<file path="src/rtl/imem_fetch_ctrl.sv">
// imem_fetch_ctrl: arbitrates CPU instruction fetches and program-loader
// writes onto a single-port instruction memory with a fixed read latency.
// Fetches are exposed through a req/valid handshake plus a stall signal;
// loader writes complete in one cycle and are acknowledged with ld_ack.
// Optional feature: define IMEM_LINEBUF_EN to add a one-entry last-fetch
// buffer that answers repeated fetches of the same word without a memory read.
`timescale 1ns/1ps
module imem_fetch_ctrl #(
    parameter int ADDR_W  = 6,
    parameter int MEM_LAT = 2
) (
    input  logic              clk,
    input  logic              rst_n,
    input  logic              if_req,
    input  logic [31:0]       if_addr,
    output logic [31:0]       if_instr,
    output logic              if_valid,
    output logic              stall,
    input  logic              ld_req,
    input  logic [31:0]       ld_addr,
    input  logic [31:0]       ld_wdata,
    output logic              ld_ack,
    output logic [ADDR_W-1:0] mem_addr,
    output logic              mem_rd,
    output logic              mem_we,
    output logic [31:0]       mem_wdata,
    input  logic [31:0]       mem_rdata
);

    localparam int CNT_W = (MEM_LAT > 1) ? $clog2(MEM_LAT) : 1;

    typedef enum logic [1:0] {
        S_IDLE  = 2'd0,
        S_FETCH = 2'd1,
        S_WRITE = 2'd2,
        S_RESP  = 2'd3
    } state_t;

    state_t            r_state;
    logic [CNT_W-1:0]  r_cnt;
    logic              r_prio;

    logic [ADDR_W-1:0] w_if_idx;
    logic [ADDR_W-1:0] w_ld_idx;
    logic              w_grant_ld;
    logic              w_grant_if;
    logic              w_hit;
    logic              w_fetch_done;
    logic              w_unused;

    // Word index: byte-offset bits and bits above the memory depth are dropped
    assign w_if_idx = if_addr[ADDR_W+1:2];
    assign w_ld_idx = ld_addr[ADDR_W+1:2];
    assign w_unused = ^{if_addr[31:ADDR_W+2], if_addr[1:0],
                        ld_addr[31:ADDR_W+2], ld_addr[1:0]};

    // Loader wins a tie unless the previous grant was a write, which keeps
    // the two ports strictly alternating when both keep requesting
    assign w_grant_ld = ld_req & (~if_req | ~r_prio);
    assign w_grant_if = if_req & ~w_grant_ld;

    assign w_fetch_done = (r_state == S_FETCH) && (r_cnt == '0);

    // The CPU is stalled whenever it asks for an instruction that is not yet here
    assign stall = if_req & ~if_valid;

`ifdef IMEM_LINEBUF_EN
    logic              r_buf_vld;
    logic [ADDR_W-1:0] r_buf_tag;
    logic [31:0]       r_buf_data;

    assign w_hit = r_buf_vld && (r_buf_tag == w_if_idx);

    // Last-fetch buffer: refilled by every memory read, invalidated by a write to its word
    always_ff @(posedge clk) begin
        if (!rst_n) begin
            r_buf_vld <= 1'b0;
        end else if (w_fetch_done) begin
            r_buf_vld  <= 1'b1;
            r_buf_tag  <= mem_addr;
            r_buf_data <= mem_rdata;
        end else if ((r_state == S_IDLE) && w_grant_ld && (w_ld_idx == r_buf_tag)) begin
            r_buf_vld <= 1'b0;
        end
    end
`else
    assign w_hit = 1'b0;
`endif

    // Access sequencer: grants in IDLE, times the memory read, pulses valid/ack
    always_ff @(posedge clk) begin
        if (!rst_n) begin
            r_state   <= S_IDLE;
            r_cnt     <= '0;
            r_prio    <= 1'b0;
            if_instr  <= '0;
            if_valid  <= 1'b0;
            ld_ack    <= 1'b0;
            mem_addr  <= '0;
            mem_rd    <= 1'b0;
            mem_we    <= 1'b0;
            mem_wdata <= '0;
        end else begin
            if_valid <= 1'b0;
            ld_ack   <= 1'b0;
            mem_we   <= 1'b0;
            case (r_state)
                S_IDLE: begin
                    if (w_grant_ld) begin
                        r_state   <= S_WRITE;
                        r_prio    <= 1'b1;
                        mem_addr  <= w_ld_idx;
                        mem_wdata <= ld_wdata;
                        mem_we    <= 1'b1;
                        ld_ack    <= 1'b1;
                    end else if (w_grant_if) begin
                        r_prio <= 1'b0;
                        if (w_hit) begin
`ifdef IMEM_LINEBUF_EN
                            if_instr <= r_buf_data;
`endif
                            if_valid <= 1'b1;
                            r_state  <= S_RESP;
                        end else begin
                            mem_addr <= w_if_idx;
                            mem_rd   <= 1'b1;
                            r_cnt    <= CNT_W'(MEM_LAT - 1);
                            r_state  <= S_FETCH;
                        end
                    end
                end
                S_FETCH: begin
                    if (r_cnt == '0) begin
                        mem_rd   <= 1'b0;
                        if_instr <= mem_rdata;
                        if_valid <= 1'b1;
                        r_state  <= S_RESP;
                    end else begin
                        r_cnt <= r_cnt - 1'b1;
                    end
                end
                S_WRITE: r_state <= S_IDLE;
                S_RESP:  r_state <= S_IDLE;
                default: r_state <= S_IDLE;
            endcase
        end
    end

endmodule

</file>
<file path="config.mk">
export PLATFORM = sky130hd
export DESIGN_NAME = imem_fetch_ctrl
export DESIGN_NICKNAME = d
export VERILOG_FILES = /design/src/rtl/imem_fetch_ctrl.sv
export SDC_FILE = /design/constraint.sdc
export NUM_CORES = 1
export LEC_CHECK = 0
export CORE_UTILIZATION = 35
export DETAILED_ROUTE_END_ITERATION = 8
export HOLD_SLACK_MARGIN = 0.12
export PLACE_DENSITY = 0.8
export SYNTH_ARGS = -nofsm -noshare
export SYNTH_HDL_FRONTEND = slang
export SYNTH_SLANG_ARGS = --single-unit
</file>
<file path="constraint.sdc">
create_clock -name clk -period 1.5 [get_ports clk]
set_input_delay 0.3 -clock clk [delete_from_list [all_inputs] [get_ports clk]]
set_output_delay 0.3 -clock clk [all_outputs]
set_load 0.05 [all_outputs]
</file>
### After elaboration in Yosys (flattened, before gate mapping)

Cells that the tools add are included.

* register bits: 77
* input port bits: 132
* output and inout port bits: 75

* $add $sub $neg: 1
* eq/ne operators: 7
* multiplexer cells: 16
* bitwise gates (word level): 9
* reduce and logical (&&, ||, !) cells: 12

Operator list (count)
* 2-to-1 mux 6 bit: 2
* AND reduction 2 bit: 6
* 2-to-1 mux 1 bit: 8
* 2-to-1 mux 2 bit: 3
* inequality test 2 bit (second input constant): 3
* case mux 2 bit (3 select lines): 1
* inverter 1 bit: 5
* == test 2 bit (second input constant): 2
* case mux 1 bit (2 select lines): 2
* AND reduction 4 bit: 1
* nonzero test 2 bit: 2
* bitwise AND 1 bit: 3
* inequality test 3 bit (second input constant): 1
* AND reduction 3 bit: 1
* == test 2 x 1 -> 1 bit (second input constant): 1
* logical NOT 2 bit: 1
* OR reduction 2 bit: 1
* bitwise OR 1 bit: 1
* subtractor 1 bit (second input constant): 1

### Longest topological paths before layout

* word-level depth: 8
* gate-level depth with buffers: 6
* mapped depth without buffers: 3

### Least setup slack after synthesis

No wires, ideal clock.

* kind: register to output
* start point: register if_valid
* end point: output port stall
* arrival: 1.228 ns
* data required time: 1.200 ns
* path slack: -0.028 ns
* cell stages (with the launch flop): 2
* cell sequence: dfxtp_1 -> nor2b_1

* word-level cells in the longest chain between the ends: 2

Ends and longest elaborated chain
* start, declared: line 17 `output logic if_valid,`
* start signal, assigned: line 97 `if_valid <= 1'b0;`
* start signal, assigned: line 104 `if_valid <= 1'b0;`
* start signal, assigned: line 122 `if_valid <= 1'b1;`
* inverter 1 bit: line 65 `assign stall = if_req & ~if_valid;`
* bitwise AND 1 bit: line 65
* end, declared: line 18 `output logic stall,`

Every way passes these cells.

### Worst setup path after layout

* start point: input port if_req
* end point: output port stall

* word-level cells in the longest chain between the ends: 1

Ends and longest elaborated chain
* start, declared: line 14 `input logic if_req,`
* bitwise AND 1 bit: line 65

Every way passes these cells.

==> run metrics <==
status=finished clean; Synth area leader=dfxtp_1; count of final setup violators=0; Core ar.=roughly 8300 sq um; smallest hold slack=around 0.26 ns; final net count=approximately 630; Worst-path clk slew=around 0.070 ns; Final Hold Fails=0; root buffer cell=clkbuf_8; CP startpoint kind=input pin; initial antenna violation count=0; port bufs=154; CP Data Arrival Time=about 1.1 ns; CTS tree=yes; Hold Crit Class=input pin to flop; Num CTS Buffers=9; Static Leak=between 2 and 2.5 nW; HPWL Detailed=approximately 6.6 mm; r2r worst-path depth=4; routed len/inst=between 10 and 15 microns; drc violations=0; ranking of synthesized cells by area=dfxtp_1 (51%), nand2_1 (18%), mux2i_1 (11%); clock latency on the worst-skew pair=0.34 ns; Slew headroom=0.799; initial core utilization=0.363; Hold Buf Count CTS=0; reg2reg end=if_instr[6]$_SDFFE_PN0P_; clk sinks=77; die width=around 95 microns; Max Fclk=around 730 MHz; Final Instance Area=roughly 5700 sq um; routed vias/inst=~4.7; EDFF count, synth=0; post-route ant nets=0; P_int=around 4.2 mW; syn_nets=between 400 and 500; die height=approximately 95 microns; Comb pwr share=0.310; min cycle time layout=1.37 ns; initial DRC count=64; share of the synthesized area in the top cell type=0.514; CP required=~1.2 ns; # Max-Cap Violations=0; Reg power frac=0.398; Max Slew Vio Count=0; Netlist Area Pre-Place=3000 sq um; register-to-register setup slack=around 0.17 ns; P per Cell Area=1050 nW/um^2; sw frac=0.301; fin crit share=0.913; Detailed Routing Iterations Pass 1=4; worst slew pin tran=between 0.3 and 0.4 ns; commonest non-fill, non-tap cell in the layout=nand2_1; grt ovf=0; syn avg cell area=about 8.7 sq um; post-synthesis cell type count=29; unrepaired setup endpoints after global routing=false; clk_skew=0.00984 ns; commonest non-fill, non-tap cells in the layout=nand2_1 (141), buf_12 (79), dfxtp_1 (77), clkdlybuf4s50_1 (77), a21oi_1 (40); layout cells sized above 1=0.233; crit path kind=input pin to output port; Site Rows=33; total track usage=0.193; Clk pwr share=0.292; Filler cells=615; end of the critical path=stall; CP Launch Point=if_req; Mapped Cells=roughly 350; Async S/R FF share, synth=0; Crit Path Max Fanout=6; Routed WL=~8.4 mm; vias in the first global route=2934; H-tree depth=3; placed inst area=between 5000 and 6000 sq um; IO Count=207; worst vdd ir=roughly 710 uV; Seq cells post-synth=77; Syn-to-layout area delta=88.7%; critical path endpoint category=output port; pin count of the biggest net entering global routing=66; die area=roughly 8900 sq um; Net Sw Power=1.80 mW; diodes inserted=0; Seq/Total Area, Yosys=0.514; Post-synth top flop=dfxtp_1; GPL Wtd Cong=0.753; Reg2Reg Launch Point=r_state[0]$_SDFFE_PN0P_; Synth Warn #=0; first-pass GRT wire length=around 13 mm; via count=between 2k and 3k; CTS max path bufs=2
==> synth_stat cells, types with 2 or more instances <==
cell      number
a21oi_1       40
a311oi_1       3
a311oi_2       4
a31oi_1        2
buf_2          8
buf_6          7
clkbuf_1      10
dfxtp_1       77
inv_1          2
mux2i_1       32
nand2_1      141
nor3_1         3
==> metrics by stage <==
stage,setup TNS (ns),util,setup WS (ns),std cells,power [mW]
6_report,0,0.685,0.131,611,5.97
5_1_grt,0,0.685,0.0859,611,6.22
4_1_cts,0,0.685,0.116,611,6.04
3_5_place_dp,-5.56,0.658,-0.184,595,4.29
3_3_place_gp,-3.62,0.658,-0.133,595,4.24
2_1_floorplan,0,-,0.197,346,3.28
==> metal layers <==
metal,GRT usage,up-vias,wire [microns]
met1,0.202,1348,3180
met5,0,-,0
met4,0.0821,0,123
met3,0.0507,11,553
met2,0.363,90,4580
li1,-,1444,-
==> critical path: stages <==
cell and delay [ns]:
dlygate4sd2_1 0.29, buf_4 0.14, nor2b_2 0.18, buf_12 0.15
==> sequential cells by signal (all words and copies together) (netlist names) <==
signal / count
if_instr: 32
mem_wdata: 32
mem_addr: 6
r_state: 2
if_valid: 1
mem_rd: 1
mem_we: 1
r_cnt: 1
r_prio: 1
==> area by class of cell <==
cell class	count	area [sq um]	area share
clock buffers	12	155	0.0274
clock inverters	4	70.1	0.0124
inverters	3	11.3	0.00199
multi-input cells	240	1290	0.228
flip-flops and latches	77	1540	0.273
well taps	105	131	0.0232
repair buffers	170	2460	0.434
==> worst min-delay path by stage <==
| stage | start | to | slack, ns | cells after the start |
|---|---|---|---|---|
| finish | rst_n | mem_rd$_SDFFE_PN0P_ | 0.26 | 3 |
| global route | rst_n | mem_rd$_SDFFE_PN0P_ | 0.29 | 3 |
| CTS | rst_n | mem_rd$_SDFFE_PN0P_ | 0.24 | 3 |
| detailed placement | if_instr[18]$_SDFFE_PN0P_ | if_instr[18]$_SDFFE_PN0P_ | 0.48 | 2 |
| global placement | if_instr[30]$_SDFFE_PN0P_ | if_instr[30]$_SDFFE_PN0P_ | 0.48 | 2 |
| floorplan | mem_rdata[22] | if_instr[22]$_SDFFE_PN0P_ | 0.44 | 2 |
==> logic make-up (layout without fill, tap and decap cells) <==
logic type | count (synthesis) | in the layout | synth area share
AND/OR/NAND/NOR | 154 | 154 | 0.207
flip-flops | 77 | 77 | 0.514
AO/OA/AOI/OAI | 53 | 53 | 0.110
multiplexers | 33 | 33 | 0.111
buffers and inverters | 29 | 189 | 0.0584
==> power groups by stage <==
stage          registers, mW  clock network, mW  logic (mW)
2_1_floorplan           2.83                  0       0.445
3_3_place_gp            2.41                  0        1.83
3_5_place_dp            2.42                  0        1.87
4_1_cts                 2.38               1.79        1.87
5_1_grt                 2.39               1.88        1.94
6_report                2.37               1.74        1.85
==> what timing repair did <==
| item | CTS | global route |
|---|---|---|
| endpoints found under the setup margin | 1 | 0 |
| buffers inserted | 0 | 0 |
| gates resized for setup | 1 | 0 |
(Power assumes the default switching activity.)
